### src/rtl/cpu_bus_capture.sv
`default_nettype none
// ============================================================================
// Module      : cpu_bus_capture
// Description : Front end for the shared-memory block on the CPU's async
//               SRAM-style bus. Synchronises the strobes, glitch-filters
//               writes, queues {addr,data} write commands in a show-ahead
//               FIFO and emits a one-cycle read request per CPU read.
//               Optional statistics counters: define CPU_BUS_CAPTURE_STATS_EN.
// Revision    : 1.0 - initial release
// ============================================================================
module cpu_bus_capture #(
    parameter int AW         = 13,
    parameter int DW         = 8,
    parameter int FIFO_DEPTH = 8,
    parameter int MIN_LOW    = 2
) (
    input  logic                          clk,
    input  logic                          reset,
    input  logic                          i_ncs,
    input  logic                          i_nwe,
    input  logic                          i_nrd,
    input  logic [AW-1:0]                 i_addr,
    input  logic [DW-1:0]                 i_data_in,
    output logic                          o_wr_valid,
    output logic [AW-1:0]                 o_wr_addr,
    output logic [DW-1:0]                 o_wr_data,
    input  logic                          i_wr_ready,
    output logic                          o_rd_req,
    output logic [AW-1:0]                 o_rd_addr,
    output logic [$clog2(FIFO_DEPTH):0]   o_fifo_level,
    output logic                          o_overflow
`ifdef CPU_BUS_CAPTURE_STATS_EN
    ,
    output logic [15:0]                   o_stat_wr,
    output logic [15:0]                   o_stat_rd,
    output logic [15:0]                   o_stat_drop
`endif
);

    localparam int                c_LW      = $clog2(FIFO_DEPTH);
    localparam logic [c_LW:0]     c_DEPTH   = (c_LW+1)'(FIFO_DEPTH);
    localparam logic [3:0]        c_MIN_LOW = 4'(MIN_LOW);

    typedef enum logic [1:0] {
        ST_IDLE  = 2'd0,
        ST_WRITE = 2'd1,
        ST_READ  = 2'd2
    } state_t;

    // ------------------------------------------------------------------
    // Synchroniser stages; addr/data share the strobe latency so they stay aligned
    // ------------------------------------------------------------------
    logic [1:0]    r_ncs_s, r_nwe_s, r_nrd_s;
    logic [AW-1:0] r_addr_p1, r_addr_p2;
    logic [DW-1:0] r_data_p1, r_data_p2;
    logic [1:0]    r_warm;
    logic          r_armed;

    // Two-flop synchronisers for strobes, matching two-stage pipe for addr/data
    always_ff @(posedge clk) begin
        if (!reset) begin
            r_ncs_s   <= 2'b11;
            r_nwe_s   <= 2'b11;
            r_nrd_s   <= 2'b11;
            r_addr_p1 <= '0;
            r_addr_p2 <= '0;
            r_data_p1 <= '0;
            r_data_p2 <= '0;
        end else begin
            r_ncs_s   <= {r_ncs_s[0], i_ncs};
            r_nwe_s   <= {r_nwe_s[0], i_nwe};
            r_nrd_s   <= {r_nrd_s[0], i_nrd};
            r_addr_p1 <= i_addr;
            r_addr_p2 <= r_addr_p1;
            r_data_p1 <= i_data_in;
            r_data_p2 <= r_data_p1;
        end
    end

    logic w_wr_act, w_rd_act;
    assign w_wr_act = ~r_ncs_s[1] & ~r_nwe_s[1];
    assign w_rd_act = ~r_ncs_s[1] & ~r_nrd_s[1];

    // Arm only after real post-reset samples show the bus idle, so a strobe
    // already low at reset release is never taken as a transaction
    always_ff @(posedge clk) begin
        if (!reset) begin
            r_warm  <= 2'b00;
            r_armed <= 1'b0;
        end else begin
            r_warm <= {r_warm[0], 1'b1};
            if (r_warm[1] && !w_wr_act && !w_rd_act)
                r_armed <= 1'b1;
        end
    end

    // Count consecutive synchronised write-active cycles, saturating at 15
    logic [3:0] r_low_cnt;
    always_ff @(posedge clk) begin
        if (!reset)
            r_low_cnt <= '0;
        else if (!w_wr_act)
            r_low_cnt <= '0;
        else if (r_low_cnt != 4'hF)
            r_low_cnt <= r_low_cnt + 4'd1;
    end

    // ------------------------------------------------------------------
    // Transaction FSM
    // ------------------------------------------------------------------
    state_t r_state, w_state_nxt;
    logic   w_latch, w_push, w_rd_start;

    // State register
    always_ff @(posedge clk) begin
        if (!reset)
            r_state <= ST_IDLE;
        else
            r_state <= w_state_nxt;
    end

    // Next-state and per-cycle control strobes; writes win over reads
    always_comb begin
        w_state_nxt = r_state;
        w_latch     = 1'b0;
        w_push      = 1'b0;
        w_rd_start  = 1'b0;
        case (r_state)
            ST_IDLE: begin
                if (r_armed) begin
                    if (w_wr_act) begin
                        w_state_nxt = ST_WRITE;
                        w_latch     = 1'b1;
                    end else if (w_rd_act) begin
                        w_state_nxt = ST_READ;
                        w_rd_start  = 1'b1;
                    end
                end
            end
            ST_WRITE: begin
                if (w_wr_act) begin
                    w_latch = 1'b1;
                end else begin
                    w_push      = (r_low_cnt >= c_MIN_LOW);
                    w_state_nxt = ST_IDLE;
                end
            end
            ST_READ: begin
                if (!w_rd_act)
                    w_state_nxt = ST_IDLE;
            end
            default: w_state_nxt = ST_IDLE;
        endcase
    end

    // Capture the latest address/data seen while the write strobe is active
    logic [AW-1:0] r_cap_addr;
    logic [DW-1:0] r_cap_data;
    always_ff @(posedge clk) begin
        if (!reset) begin
            r_cap_addr <= '0;
            r_cap_data <= '0;
        end else if (w_latch) begin
            r_cap_addr <= r_addr_p2;
            r_cap_data <= r_data_p2;
        end
    end

    // Read request pulse and held read address
    logic          r_rd_req;
    logic [AW-1:0] r_rd_addr;
    always_ff @(posedge clk) begin
        if (!reset) begin
            r_rd_req  <= 1'b0;
            r_rd_addr <= '0;
        end else begin
            r_rd_req <= w_rd_start;
            if (w_rd_start)
                r_rd_addr <= r_addr_p2;
        end
    end

    // ------------------------------------------------------------------
    // Show-ahead write-command FIFO
    // ------------------------------------------------------------------
    logic [AW+DW-1:0] r_mem [FIFO_DEPTH];
    logic [c_LW-1:0]  r_wptr, r_rptr;
    logic [c_LW:0]    r_count;
    logic             r_overflow;
    logic             w_full, w_pop, w_do_push, w_ovf_drop;

    assign w_full     = (r_count == c_DEPTH);
    assign w_pop      = (r_count != '0) && i_wr_ready;
    // A pop in the same cycle frees the slot, so a push into a full FIFO is kept
    assign w_do_push  = w_push && (!w_full || w_pop);
    assign w_ovf_drop = w_push && w_full && !w_pop;

    // Storage array, no reset needed; validity is tracked by the count
    always_ff @(posedge clk) begin
        if (w_do_push)
            r_mem[r_wptr] <= {r_cap_addr, r_cap_data};
    end

    // Pointers, occupancy and sticky overflow flag
    always_ff @(posedge clk) begin
        if (!reset) begin
            r_wptr     <= '0;
            r_rptr     <= '0;
            r_count    <= '0;
            r_overflow <= 1'b0;
        end else begin
            if (w_do_push)
                r_wptr <= r_wptr + 1'b1;
            if (w_pop)
                r_rptr <= r_rptr + 1'b1;
            case ({w_do_push, w_pop})
                2'b10:   r_count <= r_count + 1'b1;
                2'b01:   r_count <= r_count - 1'b1;
                default: r_count <= r_count;
            endcase
            if (w_ovf_drop)
                r_overflow <= 1'b1;
        end
    end

    assign o_wr_valid   = (r_count != '0);
    assign o_wr_addr    = r_mem[r_rptr][AW+DW-1:DW];
    assign o_wr_data    = r_mem[r_rptr][DW-1:0];
    assign o_rd_req     = r_rd_req;
    assign o_rd_addr    = r_rd_addr;
    assign o_fifo_level = r_count;
    assign o_overflow   = r_overflow;

`ifdef CPU_BUS_CAPTURE_STATS_EN
    logic        w_glitch;
    logic [15:0] r_stat_wr, r_stat_rd, r_stat_drop;

    assign w_glitch = (r_state == ST_WRITE) && !w_wr_act && (r_low_cnt < c_MIN_LOW);

    // Free-running event counters, wrap modulo 2^16
    always_ff @(posedge clk) begin
        if (!reset) begin
            r_stat_wr   <= '0;
            r_stat_rd   <= '0;
            r_stat_drop <= '0;
        end else begin
            if (w_do_push)
                r_stat_wr <= r_stat_wr + 16'd1;
            if (w_rd_start)
                r_stat_rd <= r_stat_rd + 16'd1;
            if (w_glitch || w_ovf_drop)
                r_stat_drop <= r_stat_drop + 16'd1;
        end
    end

    assign o_stat_wr   = r_stat_wr;
    assign o_stat_rd   = r_stat_rd;
    assign o_stat_drop = r_stat_drop;
`endif

endmodule
`default_nettype wire
### config.mk
export PLATFORM = sky130hd
export DESIGN_NAME = cpu_bus_capture
export DESIGN_NICKNAME = d
export VERILOG_FILES = /design/src/rtl/cpu_bus_capture.sv
export SDC_FILE = /design/constraint.sdc
export NUM_CORES = 1
export LEC_CHECK = 0
export ABC_AREA = 1
export BUFFER_PORTS_ARGS = -buffer_cell sky130_fd_sc_hd__buf_2
export CAP_MARGIN = 10
export CORE_MARGIN = 2
export CORE_UTILIZATION = 64
export CTS_CLUSTER_DIAMETER = 100
export DETAILED_ROUTE_END_ITERATION = 10
export HOLD_SLACK_MARGIN = 0.12
export PLACE_DENSITY = 0.82
export SYNTH_ARGS = -nofsm -noshare
export SYNTH_HDL_FRONTEND = slang
export SYNTH_SLANG_ARGS = --single-unit
### constraint.sdc
create_clock -name clk -period 5.45 [get_ports clk]
set_input_delay 0.545 -clock clk [delete_from_list [all_inputs] [get_ports clk]]
set_output_delay 0.545 -clock clk [all_outputs]
set_load 0.05 [all_outputs]
Word-level counts from Yosys, hierarchy flattened
Memory sizes are Yosys's and may differ from the RTL's. A register that Yosys moved wholly into a read port is not among the register bits.
Index checks and enable logic that the tools add are counted.
{ "classes": {"add_sub_neg": 5, "multipliers": 0, "n_div": 0, "order_cmp": 1, "eq_ne": 10, "shift": 0, "mux": 21, "n_bitwise": 5, "reduce_logical": 16} }
{ "op_table": {"columns": ["operator", "count"], "rows": [
  ["1-bit two-way mux", 11],
  ["2-bit two-way mux", 5],
  ["4-bit by 1-bit adder with 4-bit output, second input constant", 2],
  ["4-bit one-hot mux with 2 select lines", 1],
  ["3-bit by 1-bit adder with 3-bit output, second input constant", 2],
  ["1-bit logical AND", 6],
  ["3-bit two-way mux", 2],
  ["2-bit != test, second input constant", 3],
  ["2-bit one-hot mux with 3 select lines", 1],
  ["2-bit by 1-bit == test with 1-bit output, second input constant", 2],
  ["2-bit == test, second input constant", 2],
  ["4-bit == test, second input constant", 1],
  ["4-bit by 2-bit greater-or-equal comparator with 1-bit output, second input constant", 1],
  ["1-bit zero test", 4],
  ["4-bit != test, second input constant", 1],
  ["4-bit AND reduction", 1],
  ["4-bit nonzero test", 1],
  ["4-bit by 1-bit subtractor with 4-bit output, second input constant", 1],
  ["3-bit != test, second input constant", 1],
  ["1-bit inverter", 3],
  ["1-bit bitwise AND", 2],
  ["2-bit zero test", 1],
  ["1-bit one-hot mux with 2 select lines", 1],
  ["2-bit AND reduction", 1],
  ["other kinds (2)", 2]
]} }
{ "totals": {"register_bits": 103, "latch_bits": 0, "ramBits": 168, "mem_bits_ro": 0, "elab_cells": 79, "n_memories": 1} }
{ "mem_list": {"columns": ["memory", "depth", "width", "rd", "rd_clocked_by_memory_dff", "write_ports", "line_no", "source"], "rows": [
  ["r_mem", 8, 21, 1, 1, 1, "186", "logic [AW+DW-1:0] r_mem [FIFO_DEPTH];"]
]} }

Logic depth before layout (Yosys ltp)
Gate-level depths: netlist of run 1.
{ "logic_depth": {"depth_word": 7, "mapped_depth": 16, "mapped_depth_nobuf": 16} }

Worst setup path after synthesis of run 1
No wires, ideal clock.
{ "synth_path": {"path_kind": "register -> register", "start": "register r_count[0], in the netlist o_fifo_level[0]", "end": "memory r_mem[1][0] in the netlist's numbering, enable pin", "arrival_time_ns": 2.603, "t_required_ns": 5.051, "path_slack_ns": 2.448, "stages_incl_launch_ff": 9, "period_less_slack_ns": 3.002, "cell_sequence": "dfxtp_1 nor2_2 nand2_1 nand2_2 nand3_1 nand2_2 nor2_1 inv_2 nor2_1"} }
{ "synth_between": {"elab_chain_len": 6, "word_cells_on_any_way": 8} }
{ "synth_lines": {"columns": ["element", "line_no", "source"], "rows": [
  ["start: declaration", "188", "logic [c_LW:0] r_count;"],
  ["start signal: assignment", "217", "2'b10: r_count <= r_count + 1'b1;"],
  ["start signal: assignment", "218", "2'b01: r_count <= r_count - 1'b1;"],
  ["start signal: assignment", "219", "default: r_count <= r_count;"],
  ["4-bit nonzero test", null, null],
  ["net o_wr_valid", "24", "output logic o_wr_valid,"],
  ["1-bit logical AND", "193", "assign w_pop = (r_count != '0) && i_wr_ready;"],
  ["1-bit logical OR", "195", "assign w_do_push = w_push && (!w_full || w_pop);"],
  ["1-bit logical AND", "195", null],
  ["1-bit two-way mux", "200", "if (w_do_push)"],
  ["1-bit two-way mux (not written as such)", "201", "r_mem[r_wptr] <= {r_cap_addr, r_cap_data};"],
  ["end: declaration", "186", null]
]} }
The timed path passes the listed nets, and every way through them passes these cells.

==> results of run 1 <==
[how the worst max path moves through the flow]
stage	start	end
2_1_floorplan	o_fifo_level[0]	r_mem[1][0]
3_3_place_gp	register	o_wr_addr[6]
3_5_place_dp	register	o_wr_addr[3]
4_1_cts	register	o_wr_addr[7]
5_1_grt	register	o_wr_addr[6]
6_report	register	o_wr_data[5]
[layout make-up]
class,instances,area (sq um),share of cell area
repair buffers,80,433,0.0376
clock buffers,37,793,0.0688
clock inverters,11,78.8,0.00684
flip-flops and latches,274,7170,0.622
well taps,216,270,0.0234
multi-input cells,497,2420,0.210
inverters,95,359,0.0312
[power breakdown]
part	switching, mW	leakage (nW)	internal (mW)
combinational	1.07	1.70	0.362
clock	0.720	0.446	1.06
sequential	0.0628	2.27	2.22
total	1.85	4.41	3.64
[flip-flops by register name, indices dropped and copies added (netlist names), 4 cells and up, named ones only]
| name | cells |
|---|---|
| o_fifo_level | 4 |
| o_rd_addr | 13 |
| r_addr_p1 | 13 |
| r_addr_p2 | 13 |
| r_cap_addr | 13 |
| r_cap_data | 8 |
| r_data_p1 | 8 |
| r_data_p2 | 8 |
| r_low_cnt | 4 |
| r_mem | 168 |
[metrics by stage]
step | worst slack (ns) | cell area, sq um | power (mW) | utilization | std cells
after floorplan | 2.45 | 10200 | 3.48 | - | 913
after global placement | 2.69 | 10700 | 3.71 | 0.678 | 1162
after detailed placement | 2.62 | 10700 | 3.74 | 0.678 | 1162
after CTS | 2.04 | 11500 | 5.50 | 0.734 | 1210
after global routing | 1.85 | 11500 | 5.72 | 0.734 | 1210
final | 2.01 | 11500 | 5.49 | 0.734 | 1210
[per-layer routing]
metal / global-route usage / vias to the layer above / routed length, um
met1: 0.348 / 3092 / 8460
met3: 0.0385 / 35 / 1610
li1: - / 3199 / -
met4: 0.0721 / 0 / 286
met5: 0 / - / 0
met2: 0.399 / 315 / 9880
[worst reg2reg max path: cells and delay by family, from the launching register on]
family                   cells  cell delay [ns]
adder cells (fa/ha/maj)      1             0.15
buffers and inverters        4             0.61
flip-flops                   1             0.34
AND/OR/NAND/NOR              6             0.99
[cells in the final DEF (no fill, tap or decap), types with 2 or more instances in the layout]
master,instances
a21oi_1,46
dfxtp_2,2
buf_2,67
clkbuf_8,8
nand2_1,133
buf_4,13
ha_1,6
nor2_1,149
nand2_2,5
o21ai_0,78
clkbuf_1,2
clkinv_2,6
nand3_1,6
edfxtp_1,168
xor2_1,2
o32ai_1,42
inv_1,93
or2_2,7
nor2_2,9
o21ai_1,2
clkbuf_16,27
inv_2,3
nand4_1,2
dfxtp_1,104
[logic make-up (layout without fill, tap and decap cells)]
group | after synthesis | in the layout | synth area share
compound gates | 172 | 172 | 0.102
fa+ha+maj | 7 | 7 | 0.00935
xor+xnor | 3 | 3 | 0.00259
simple gates | 315 | 315 | 0.123
buf+inv | 142 | 223 | 0.0587
flops | 274 | 274 | 0.705
==> impl_results.md, run 1 <==
* Outcome: finished, final reports clean
* Hold Crit Endpoint: r_nrd_s[0]
* Tot GR Track Use at 0.245
* Maximum number of pins on one net before global-route repair at 86
* Most frequent cell after synthesis: edfxtp_1
* Skew-Pair Late Insertion Delay at 0.52 ns
* Asr flop ratio synth at 0
* CTS Hold Bufs at 0
* Final worst path period need at 3.44 ns
* Initial Utilization at 0.647
* Post-synth net total at 947
* CP required at 4.91 ns
* Vias in the first global route at 6264
* Post-synth top cells: 168 x edfxtp_1, 157 x nor2_1, 133 x nand2_1
* Peak VDD IR at 0.268 mV
* Clock skew at 0.00891 ns
* Synth top area share at 0.496
* Overflow after GRT at 0
* HP Start: i_nrd
* Fmax achieved at 290 MHz
* Antenna Nets Post-Route at 0
* Worst-case clock buffer depth at 3
* Final setup viols at 0
* Final period utilization at 0.632
* Hpwl dp at 11100 um
* Die ar. at 16900 sq um
* Worst path slowest cell: inv_4
* Worst-Margin Slew at 0.899 ns
* # IOs at 68
* CTS Buf Count at 26
* Prevailing post-synth register cell: edfxtp_1
* Flop-to-flop setup slack at 3.02 ns
* Vias at 6641
* DRC at 0
* Power per cell area at 476 nW/um^2
* Post-Syn Area at 10200 sq um
* Clock transition at path regs at 0.06 ns
* Number of gates resized after CTS at 0
* Avg WL per Cell at 16.7 um
* Chip Width at 130 um
* Hold Crit Depth at 2
* Synth warn at 0
* Reg2reg end: r_mem[4][7]
* Critical path peak fanout at 85
* Relative slew slack at 0.400
* CORE AREA at 15700 sq um
* Initial antenna violation count at 0
* GP Congestion at 0.776
* Layout area overhead at 13.4%
* Crit path kind: reg -> out
* Max Cap Viol at 0
* Most common cell on crit path: nand2_1
* CTS HTree Levels at 1
* First-pass GRT wire length at 32000 um
* Largest stage delay on the critical path at 0.76 ns
* P_leak at 4.41 nW
* Sequential-to-total area share from yosys stat at 0.705
* Area leader, netlist: edfxtp_1
* Layout cell share with drive strength beyond 1 at 0.155
* Final Max Slew Viols at 0
* CTS tree: built
* Crit path buffers/inverters at 3
* Worst r2r path cells at 11
* # nets final at 1008
* Total inserted antenna cells at 0
* CTS Sinks at 274
* PortBufs at 67
* Chip height at 130 um
* Final wirelength at 20200 um
* Area contributors post-synth: edfxtp_1 50%, dfxtp_1 21%, nor2_1 5.8%, nand2_1 4.9%, o21ai_0 3.8%
* Critical path depth at 7
* Root buf cell: clkbuf_16
* Critical R2R Launch: r_low_cnt[0]
* Setup Buffers After CTS at 0
* DR iter-0 viols at 584
* Distinct cells, synth at 34
* Crit path max-delay family: buffers and inverters
* TNS Setup at 0 ns
* Post-synth EDFFs at 168
* Mean post-synth cell area at 11.1 sq um
* Crit path launch type: register
* Crit-path cells: buf_4 -> inv_4 -> nor2_1 -> o32ai_1 -> nand2_1 -> nand2_1 -> buf_2
* Worst min-delay path category: in -> reg
* Synth Instances at 913
* Final hold vios at 0
* Final hold slack at 0.202 ns
* Crit end category: primary output
* Filler cell count at 937
* Vias per cell at 5.49
* Std cell rows at 46
* RSZ-0062 raised after global routing: no
* Worst EP arrival at 2.90 ns
* DR pass1 iterations at 5
* Synthesized flop and latch total at 274
Note: power is estimated with default switching activity, not from simulation.
==> inputs of run 2 (changes only) <==
- CORE_UTILIZATION: 64 -> 60
- PLACE_DENSITY: 0.82 -> 0.77
- clock period: 5.45 -> 3.61 ns (I/O delays scaled with it)
==> impl_results.md, run 2 (synthesized netlist as in run 1, its figures left out) <==
* Setup Buffers After CTS at 0
* Worst-Margin Slew at 1.14 ns
* Final period utilization at 0.780
* Std cell rows at 47
* RSZ-0062 raised after global routing: no
* Critical path peak fanout at 84
* DR pass1 iterations at 5
* Clock transition at path regs at 0.06 ns
* Final Max Slew Viols at 0
* Most common cell after layout, fill and taps aside: edfxtp_1
* Hpwl dp at 10900 um
* Max reg flops at 168
* Max Cap Viol at 0
* Vias in the first global route at 6295
* Relative slew slack at 0.237
* GP Congestion at 0.769
* Tot GR Track Use at 0.221
* Critical R2R Launch: r_low_cnt[1]
* Peak VDD IR at 0.470 mV
* CP required at 3.25 ns
* Power per cell area at 702 nW/um^2
* DRC at 0
* Crit path buffers/inverters at 2
* Reg2reg end: r_mem[2][11]
* CTS Hold Bufs at 24
* Final wirelength at 19500 um
* Worst r2r path cells at 10
* Chip height at 134 um
* Skew-Pair Late Insertion Delay at 0.51 ns
* Fmax achieved at 355 MHz
* Post-DP Area at 10700 sq um
* Most common cell on crit path: nand2_1
* CTS Buf Count at 25
* CTS HTree Levels at 1
* Fin area at 11700 sq um
* Antenna Nets Post-Route at 0
* Hold Crit Depth at 4
* Most frequent cells in the layout: 168 x edfxtp_1, 149 x nor2_1, 133 x nand2_1
* # IOs at 68
* Largest stage delay on the critical path at 0.64 ns
* Vias per cell at 5.28
* Filler cell count at 1126
* Avg WL per Cell at 15.8 um
* Crit path max-delay family: buffers and inverters
* TNS Setup at 0 ns
* Worst-case clock buffer depth at 3
* Total inserted antenna cells at 0
* P_leak at 4.59 nW
* Crit end category: primary output
* Final setup viols at 0
* Crit-path cells: inv_4 -> nor2_1 -> o32ai_1 -> nand2_1 -> nand2_1 -> buf_2
* CTS Sinks at 274
* Die ar. at 18000 sq um
* Clock skew at 0.0172 ns
* Outcome: finished, final reports clean
* Flop-to-flop setup slack at 1.29 ns
* Layout cell share with drive strength beyond 1 at 0.146
* Crit path kind: reg -> out
* Worst path slowest cell: inv_4
* CORE AREA at 16600 sq um
* Worst min-delay path category: in -> reg
* DR iter-0 viols at 592
* Vias at 6531
* PortBufs at 67
* HP Start: i_wr_ready
* Initial Utilization at 0.613
* Largest Register: r_mem
* Worst EP arrival at 2.45 ns
* Root buf cell: clkbuf_16
* Maximum number of pins on one net before global-route repair at 85
* Layout area overhead at 15.5%
* Final worst path period need at 2.81 ns
* Crit path launch type: register
* First-pass GRT wire length at 31500 um
* Number of gates resized after CTS at 0
* CTS tree: built
* Initial antenna violation count at 0
* Chip Width at 134 um
* Overflow after GRT at 0
* Final hold vios at 0
* # nets final at 1032
## run 2: per-layer routing
layer	track usage	vias up	part of all wire
met5	0	-	0
met4	0.0585	0	0.013
met3	0.0295	21	0.060
met2	0.372	212	0.49
met1	0.306	3045	0.44
li1	-	3253	-
## run 2: power by group
| part | leakage, nW | switching [mW] | internal, mW |
|---|---|---|---|
| combinational | 1.85 | 1.58 | 0.595 |
| sequential | 2.34 | 0.118 | 3.36 |
| clock | 0.402 | 1.06 | 1.54 |
## run 2: layout make-up
cell class,count,area (sq um),share of cell area
Sequential cell,274,7170,0.610
Multi-Input combinational cell,497,2420,0.206
Clock buffer,34,721,0.0614
Timing Repair Buffer,105,693,0.0590
Inverter,95,359,0.0306
Tap cell,220,275,0.0234
Clock inverter,11,104,0.00884
## run 2: worst register-to-register path, cell delays in order, from the launching register on
cell	delay, ns
dfxtp_1	0.40
ha_1	0.17
nor2_1	0.04
nand2_1	0.08
nand2_1	0.13
clkinv_1	0.09
nand2_2	0.09
inv_2	0.08
nand2_2	0.10
nor2_2	0.47
buf_4	0.35
## run 2: through the flow
step | instances | power (mW) | util | hold WS (ns) | setup slack (ns)
after floorplan | 913 | 5.28 | - | 0.389 | 0.608
after global placement | 1167 | 5.66 | 0.644 | 0.392 | 1.37
after detailed placement | 1167 | 5.69 | 0.644 | 0.396 | 1.26
after CTS | 1236 | 8.29 | 0.708 | 0.259 | 0.794
after global routing | 1236 | 8.62 | 0.708 | 0.289 | 0.632
final | 1236 | 8.25 | 0.708 | 0.264 | 0.796
## run 2: worst max path at each step
stage,start,end,slack (ns),depth (start not counted)
CTS,register,o_wr_data[5],0.79,6
global route,register,o_wr_data[1],0.63,6
global placement,r_low_cnt[1],r_mem[2][9],1.37,10
detailed placement,r_low_cnt[1],r_mem[2][9],1.26,10
floorplan,o_fifo_level[0],r_mem[1][0],0.61,8
finish,register,o_wr_data[5],0.80,6
==> inputs of run 3 (changes only) <==
- clock period: 3.61 -> 2.7 ns (I/O delays scaled with it)
==> impl_results.md, run 3 (synthesized netlist as in run 1, its figures left out) <==
* PortBufs at 67
* Reg2reg end: o_fifo_level[3]
* Critical path peak fanout at 28
* Most frequent cells in the layout: 168 x edfxtp_1, 149 x nor2_1, 133 x nand2_1
* Setup Buffers After CTS at 0
* Final Util at 0.716
* Final wirelength at 20000 um
* Final Max Slew Viols at 0
* Most common cell after layout, fill and taps aside: edfxtp_1
* Max Cap Viol at 0
* Worst EP arrival at 2.27 ns
* Chip height at 134 um
* DR iter-0 viols at 558
* HP Start: i_wr_ready
* Std cell rows at 47
* Tot GR Track Use at 0.223
* Setup WS pre-CTS at 0.514 ns
* Crit end category: primary output
* Avg WL per Cell at 16.0 um
* Most common cell on crit path: nand2_1
* Worst r2r path cells at 16
* Final setup viols at 0
* Final period utilization at 0.941
* Design Power at 11.1 mW
* Post-DP Area at 10800 sq um
* GP Congestion at 0.761
* Final WS setup at 0.159 ns
* CTS Sinks at 274
* Crit path launch type: register
* DRC at 0
* Layout cell share with drive strength beyond 1 at 0.159
* RSZ-0062 raised after global routing: no
* Fin area at 11900 sq um
* Antenna Nets Post-Route at 0
* Root buf cell: clkbuf_16
* Power per cell area at 932 nW/um^2
* Max reg flops at 168
* Maximum number of pins on one net before global-route repair at 88
* Worst-case clock buffer depth at 3
* Outcome: finished, final reports clean
* Total inserted antenna cells at 0
* TNS Setup at 0 ns
* CTS Buf Count at 26
* CORE AREA at 16600 sq um
* Layout area overhead at 16.9%
* # IOs at 68
* Final hold vios at 0
* Hpwl dp at 11600 um
* Die ar. at 18000 sq um
* Flop-to-flop setup slack at 0.52 ns
* Overflow after GRT at 0
* Fmax achieved at 394 MHz
* Crit-path cells: inv_6 -> buf_12 -> nor2_1 -> o32ai_1 -> nand2_1 -> nand2_1 -> buf_2
* Peak VDD IR at 0.713 mV
* Initial antenna violation count at 0
* Vias at 6667
* # nets final at 1042
* CTS tree: built
* Skew-Pair Late Insertion Delay at 0.53 ns
* Vias in the first global route at 6478
* Clock transition at path regs at 0.06 ns
* P_leak at 4.56 nW
* Relative slew slack at 0.637
* Worst-Margin Slew at 0.544 ns
* Worst path slowest cell: dfxtp_4
* CP required at 2.43 ns
* DR pass1 iterations at 5
* Critical R2R Launch: r_low_cnt[0]
* Worst min-delay path category: in -> reg
* Largest Register: r_mem
* Final worst path period need at 2.54 ns
* Initial Utilization at 0.613
* CTS HTree Levels at 1
* Chip Width at 134 um
* First-pass GRT wire length at 32000 um
* Vias per cell at 5.34
* Clock skew at 0.0139 ns
* Largest stage delay on the critical path at 0.43 ns
* Hold Crit Depth at 4
* Crit path kind: reg -> out
## run 3: timing repair
| action | 4_1_cts | 5_1_grt |
|---|---|---|
| resized for setup | 1 | 4 |
| endpoints found under the setup margin | 2 | 18 |
| endpoints found under the hold margin | 24 | 0 |
| hold buffers | 24 | 0 |
## run 3: worst max-delay path by stage
stage                    startpoint  slack [ns]  depth (start not counted)         endpoint
floorplan           o_fifo_level[0]       -0.30                          8      r_mem[1][0]
global placement       r_low_cnt[0]        0.61                         16  o_fifo_level[3]
detailed placement     r_low_cnt[0]        0.51                         16  o_fifo_level[3]
CTS                        register        0.01                          6     o_wr_addr[3]
global route               register        0.07                          6     o_wr_addr[8]
finish                     register        0.16                          7     o_wr_addr[0]
## run 3: stage by stage
stage | hold slack [ns] | instances
after floorplan | 0.298 | 913
after global placement | 0.393 | 1176
after detailed placement | 0.395 | 1176
after CTS | 0.144 | 1248
after global routing | 0.171 | 1248
final | 0.166 | 1248
## run 3: where the power goes
part	leakage [nW]	switching (mW)	internal [mW]	total (mW)
registers	2.27	0.171	4.49	4.66
clock network	0.417	1.47	1.99	3.46
logic	1.87	2.12	0.830	2.95
## run 3: worst max-delay path, delay by kind of cell, from the launching register on
family                 cells  cell delay, ns
AOI/OAI and AO/OA          1            0.30
buffers and inverters      3            0.71
and+or+nand+nor            3            0.28
DFF                        1            0.43
## run 3: area by class of cell
class / instances / area, sq um
Sequential cell: 274 / 7170
Timing Repair Buffer: 114 / 818
Tap cell: 220 / 275
Fill cell: 1125 / 4700
Inverter: 95 / 362
Clock buffer: 36 / 771
Multi-Input combinational cell: 497 / 2420
Clock inverter: 12 / 57.6
## run 3: routing by layer
metal  vias to the layer above  wire, um  global-route usage
met1                      3162      9020               0.304
met3                        36      1090              0.0351
met4                         0       327              0.0643
met5                         -         0                   0
met2                       194      9570               0.376
li1                       3275         -                   -
